`config.mk`:
```
export PLATFORM = sky130hd
export DESIGN_NAME = pipeline_ctrl
export DESIGN_NICKNAME = d
export VERILOG_FILES = /design/src/rtl/pipeline_ctrl_pkg.sv /design/src/rtl/sat_counter.sv /design/src/rtl/pipeline_ctrl.sv
export SDC_FILE = /design/constraint.sdc
export NUM_CORES = 1
export LEC_CHECK = 0
export CAP_MARGIN = 20
export CORE_ASPECT_RATIO = 0.8
export CORE_MARGIN = 2
export CORE_UTILIZATION = 35
export CTS_BUF_LIST = sky130_fd_sc_hd__clkbuf_2
export DETAILED_ROUTE_END_ITERATION = 10
export DONT_BUFFER_PORTS = 1
export GPL_ROUTABILITY_DRIVEN = 0
export SYNTH_ARGS = -nofsm -noshare
export SYNTH_HDL_FRONTEND = slang
export SYNTH_SLANG_ARGS = --single-unit
```
`constraint.sdc`:
```
create_clock -name clk_i -period 3.4 [get_ports clk_i]
set_clock_uncertainty 0.2 [all_clocks]
set_input_delay 0.17 -clock clk_i [delete_from_list [all_inputs] [get_ports clk_i]]
set_output_delay 0.17 -clock clk_i [all_outputs]
set_load 0.01 [all_outputs]
```
`src/rtl/pipeline_ctrl_pkg.sv`:
```
// Shared types and constants for the pipeline stall/flush scheduler.
package pipeline_ctrl_pkg;

    typedef enum logic [0:0] {
        RUN   = 1'b0,
        DRAIN = 1'b1
    } ctrl_state_t;

    typedef struct packed {
        logic pc_we;
        logic pc_sel;
        logic ifid_we;
        logic ifid_flush;
        logic idex_we;
        logic idex_flush;
        logic exmem_we;
        logic memwb_we;
        logic memwb_flush;
    } stage_ctrl_t;

    localparam logic [31:0] NOP_INSTR = 32'h0000_0013;

endpackage

```
`src/rtl/sat_counter.sv`:
```
// Saturating up-counter used for the stall/flush performance counters.
module sat_counter #(
    parameter int unsigned WIDTH = 32
) (
    input  logic             clk_i,
    input  logic             rst_ni,
    input  logic             inc_i,
    output logic [WIDTH-1:0] cnt_o
);

    logic [WIDTH-1:0] cnt_q;
    logic [WIDTH-1:0] cnt_d;

    // Stick at all-ones instead of wrapping.
    always_comb begin
        cnt_d = cnt_q;
        if (inc_i && (cnt_q != '1)) begin
            cnt_d = cnt_q + WIDTH'(1);
        end
    end

    always_ff @(posedge clk_i or negedge rst_ni) begin
        if (!rst_ni) begin
            cnt_q <= '0;
        end else begin
            cnt_q <= cnt_d;
        end
    end

    assign cnt_o = cnt_q;

endmodule

```
`src/rtl/pipeline_ctrl.sv`:
```
// Central stall/flush scheduler for the 5-stage RV32 pipeline: merges hazard,
// redirect and bus events into stage enables, bubbles and PC redirect.
module pipeline_ctrl
    import pipeline_ctrl_pkg::*;
#(
    parameter int unsigned ADDR_WIDTH = 32,
    parameter int unsigned CNT_WIDTH  = 32
) (
    input  logic                  clk_i,
    input  logic                  rst_ni,
    input  logic                  load_use_i,
    input  logic                  branch_taken_i,
    input  logic [ADDR_WIDTH-1:0] branch_target_i,
    input  logic                  if_done_i,
    input  logic                  mem_req_i,
    input  logic                  mem_done_i,
    output logic                  pc_we_o,
    output logic                  pc_sel_o,
    output logic [ADDR_WIDTH-1:0] pc_redirect_o,
    output logic                  ifid_we_o,
    output logic                  idex_we_o,
    output logic                  exmem_we_o,
    output logic                  memwb_we_o,
    output logic                  ifid_flush_o,
    output logic                  idex_flush_o,
    output logic                  memwb_flush_o,
    output logic [CNT_WIDTH-1:0]  stall_cnt_o,
    output logic [CNT_WIDTH-1:0]  flush_cnt_o
);

    ctrl_state_t           state_q;
    ctrl_state_t           state_d;
    logic [ADDR_WIDTH-1:0] target_q;
    logic [ADDR_WIDTH-1:0] target_d;
    stage_ctrl_t           ctrl;
    logic                  mem_stall;
    logic                  redirect_accept;

    always_ff @(posedge clk_i or negedge rst_ni) begin
        if (!rst_ni) begin
            state_q  <= RUN;
            target_q <= '0;
        end else begin
            state_q  <= state_d;
            target_q <= target_d;
        end
    end

    always_comb begin
        state_d         = state_q;
        target_d        = target_q;
        ctrl            = '0;
        redirect_accept = 1'b0;
        mem_stall       = mem_req_i && !mem_done_i;

        case (state_q)
            RUN: begin
                if (mem_stall) begin
                    // A branch in EX stays put and re-presents once the bus frees.
                    ctrl.memwb_flush = 1'b1;
                end else if (branch_taken_i) begin
                    ctrl.ifid_flush = 1'b1;
                    ctrl.idex_flush = 1'b1;
                    ctrl.exmem_we   = 1'b1;
                    ctrl.memwb_we   = 1'b1;
                    redirect_accept = 1'b1;
                    if (if_done_i) begin
                        ctrl.pc_we  = 1'b1;
                        ctrl.pc_sel = 1'b1;
                    end else begin
                        target_d = branch_target_i;
                        state_d  = DRAIN;
                    end
                end else if (load_use_i) begin
                    ctrl.idex_flush = 1'b1;
                    ctrl.exmem_we   = 1'b1;
                    ctrl.memwb_we   = 1'b1;
                end else if (!if_done_i) begin
                    ctrl.ifid_flush = 1'b1;
                    ctrl.idex_we    = 1'b1;
                    ctrl.exmem_we   = 1'b1;
                    ctrl.memwb_we   = 1'b1;
                end else begin
                    ctrl.pc_we    = 1'b1;
                    ctrl.ifid_we  = 1'b1;
                    ctrl.idex_we  = 1'b1;
                    ctrl.exmem_we = 1'b1;
                    ctrl.memwb_we = 1'b1;
                end
            end
            DRAIN: begin
                // Wrong-path fetch is discarded; redirect lands once the bus returns.
                ctrl.ifid_flush = 1'b1;
                if (if_done_i) begin
                    ctrl.pc_we  = 1'b1;
                    ctrl.pc_sel = 1'b1;
                    state_d     = RUN;
                end
                if (mem_stall) begin
                    ctrl.memwb_flush = 1'b1;
                end else begin
                    ctrl.idex_we  = 1'b1;
                    ctrl.exmem_we = 1'b1;
                    ctrl.memwb_we = 1'b1;
                end
            end
            default: begin
                state_d = RUN;
            end
        endcase

        // Reset forces bubbles everywhere regardless of state.
        if (!rst_ni) begin
            ctrl             = '0;
            ctrl.ifid_flush  = 1'b1;
            ctrl.idex_flush  = 1'b1;
            ctrl.memwb_flush = 1'b1;
            redirect_accept  = 1'b0;
        end
    end

    assign pc_we_o       = ctrl.pc_we;
    assign pc_sel_o      = ctrl.pc_sel;
    assign ifid_we_o     = ctrl.ifid_we;
    assign idex_we_o     = ctrl.idex_we;
    assign exmem_we_o    = ctrl.exmem_we;
    assign memwb_we_o    = ctrl.memwb_we;
    assign ifid_flush_o  = ctrl.ifid_flush;
    assign idex_flush_o  = ctrl.idex_flush;
    assign memwb_flush_o = ctrl.memwb_flush;
    assign pc_redirect_o = (state_q == DRAIN) ? target_q : branch_target_i;

    sat_counter #(.WIDTH(CNT_WIDTH)) u_stall_cnt (
        .clk_i  (clk_i),
        .rst_ni (rst_ni),
        .inc_i  (!ctrl.pc_we),
        .cnt_o  (stall_cnt_o)
    );

    sat_counter #(.WIDTH(CNT_WIDTH)) u_flush_cnt (
        .clk_i  (clk_i),
        .rst_ni (rst_ni),
        .inc_i  (redirect_accept),
        .cnt_o  (flush_cnt_o)
    );

    a_no_branch_in_drain: assert property (
        @(posedge clk_i) disable iff (!rst_ni) !((state_q == DRAIN) && branch_taken_i)
    );

endmodule

```
==> results.json <==
{
  "viasPerCell": 5.17,
  "drt-total-wl_um": 12400,
  "dp_hpwl_um": 7840,
  "synth_edf_count": 0,
  "clkTransAtPathRegs_ns": 0.26,
  "syn_nets": 456,
  "finalHoldViolCount": 0,
  "finalSetupViolCount": 0,
  "worstPathBufferInverterCount": 2,
  "min_period_over_period_pct": 85.3,
  "cp.required_ns": 3.72,
  "slew_headroom_pct": 54.8,
  "rsz0062_at_grt": "no",
  "rows": 38,
  "postCtsSetupBuffers": 0,
  "core_um2": 13500,
  "drtAntennaViolNets": 0,
  "fp.dieW_um": 135,
  "syn_avg_cell_area_um2": 11.6,
  "ys_seq_elements": 97,
  "crit_type": "reg -> reg",
  "insertion_delay_ns": 0.59,
  "cts-buffers-inserted": 9,
  "layout-drive-gt1-share_pct": 20.3,
  "critPathSlowestCell": "dlygate4sd3_1",
  "utilization_pct": 44.0,
  "drc": 0,
  "postSynthCellCount": 415,
  "synth_cell_types": 38,
  "drt-initial-drc-count": 162,
  "crit_arrival_ns": 3.22,
  "dr.pass1.iters": 4,
  "irDropWorstVdd_mv": 0.326,
  "nFillCells": 1269,
  "preCtsSetupSlack_ns": 0.892,
  "cts_htree_levels": 3,
  "clockBufferDepth": 2,
  "worst_pin_slew_ns": 0.671,
  "area_delta_synth_final_pct": 23.4,
  "start_util_pct": 35.6,
  "place_area_um2": 4990,
  "clock-sinks": 97,
  "routedWlPerCell_um": 18.3,
  "crit_family": "simple AND/OR/NAND/NOR gates",
  "grt_pass1_vias": 3646,
  "clockRootBuffer": "clkbuf_2",
  "fin_crit_ns": 2.90,
  "dieArea_um2": 14700,
  "cts_tree": "built",
  "setup-tns-final_ns": 0,
  "yosysWarnings": 0,
  "max_stage_delay_ns": 0.63,
  "p_leak_nw": 2.53,
  "p_per_area_nw_per_um2": 459,
  "max_freq_mhz": 345,
  "synth-seq-area-share_pct": 50.6,
  "grt_pass1_wl_um": 19200,
  "port_buffers": 0,
  "status": "complete, no violations",
  "end_kind": "flip-flop",
  "netlist_area_um2": 4790,
  "startpoint_type": "flip-flop",
  "fin_nets": 536,
  "cap_violations": 0,
  "layout_setup_ws_ns": 0.498,
  "grt_util_all_layers_pct": 17.0,
  "antenna_found_initial": 1,
  "worstPathCellList": "buf_4, nor2b_1, nand3_1, dlygate4sd3_1, nor3_2, and3_1, and4_1, xor2_1",
  "yosys_most_used_dff": "dfrtp_1",
  "finalPower_mw": 2.72,
  "async_reset_ff_share_pct": 100,
  "die_h_um": 109,
  "final_common_cell": "dfrtp_1",
  "worstPathMaxFanout": 37,
  "design_area_um2": 5920,
  "io_pins": 144,
  "final_cell_mix": "dfrtp_1 (97), dlygate4sd3_1 (72), mux2_2 (64), xnor2_1 (39), nand2_1 (34)",
  "holdCritPathClass": "in -> reg",
  "grt_max_degree": 101,
  "vias": 3513,
  "final_max_slew_viol_count": 0,
  "grt_overflow_total": 0
}
## cell usage after synthesis, drive strengths merged (5+ instances only)
| library cell | instances | area [µm²] |
|---|---|---|
| nand4 | 22 | 150 |
| xor2 | 21 | 184 |
| and3 | 15 | 93.8 |
| and4 | 7 | 61.3 |
| xnor2 | 39 | 342 |
| nand2 | 34 | 128 |
| nor4 | 7 | 80.1 |
| dfrtp | 97 | 2430 |
| nor2 | 26 | 97.6 |
| inv | 5 | 18.8 |
| nor3 | 11 | 70.1 |
| buf | 9 | 43.8 |
| mux2 | 65 | 732 |
| nand3 | 32 | 165 |
## state kept, by name, indices dropped and copies added, names as in the netlist
register and count:
state_q 1, target_q 32, u_flush_cnt.cnt_o 32, u_stall_cnt.cnt_o 32
## worst register-to-register path, delay by kind of cell (launching register included)
kind / cells / cell delay (ns)
XOR/XNOR: 1 / 0.14
AND/OR/NAND/NOR: 5 / 1.16
buffers and inverters: 2 / 0.91
flip-flops: 1 / 0.44
## area by class of cell
type | instances | area (µm²) | share of cell area, %
well taps | 180 | 225 | 3.81
diodes | 1 | 2.50 | 0.0423
repair buffers | 79 | 823 | 13.9
clock buffers | 10 | 50.0 | 0.846
inverters | 5 | 18.8 | 0.317
clock inverters | 4 | 70.1 | 1.18
multi-input cells | 303 | 2300 | 38.9
flip-flops and latches | 97 | 2430 | 41.0
## where the power goes
part           switching [mW]  internal [mW]
clock                   0.388          0.236
combinational           0.245          0.342
sequential              0.202           1.31
total                   0.835           1.88
## layer usage
metal  GRT usage (%)  wire (µm)
met1            20.4       5210
met4            7.67        294
met5               0          0
met2            27.7       6050
met3            5.76        838
## stage by stage
step | hold slack [ns] | cells
3_5_place_dp | -0.321 | 587
4_1_cts | 0.0136 | 675
5_1_grt | 0.0270 | 679
3_3_place_gp | -0.322 | 587
2_1_floorplan | -0.326 | 415
6_report | 0.0792 | 679
## worst paths after layout
kind	from	endpoint	slack (ns)	depth (start not counted)
max in group asynchronous	rst_ni	u_flush_cnt.cnt_o[0]	2.53	2
worst min register to register	u_stall_cnt.cnt_o[28]	u_stall_cnt.cnt_o[28]	0.38	1
worst max-delay path	state_q	u_flush_cnt.cnt_o[24]	0.50	8
worst max register to register	state_q	u_flush_cnt.cnt_o[24]	0.50	8
worst min-delay path	mem_req_i	u_stall_cnt.cnt_o[2]	0.08	5
min in group asynchronous	rst_ni	u_stall_cnt.cnt_o[31]	0.09	3
## kinds of logic after synthesis
kind of cell	synth area share (%)
XOR/XNOR	11.0
AO/OA/AOI/OAI	1.59
flip-flops	50.6
AND/OR/NAND/NOR	19.7
buffers and inverters	1.38
adder cells (fa/ha/maj)	0.522
multiplexers	15.3
## what timing repair did
item	CTS	global route
hold buffers	74	2
setup endpoints to repair	0	10
hold endpoints to repair	165	47
gates resized for setup	0	1
Power figures use the tool's default switching activity.
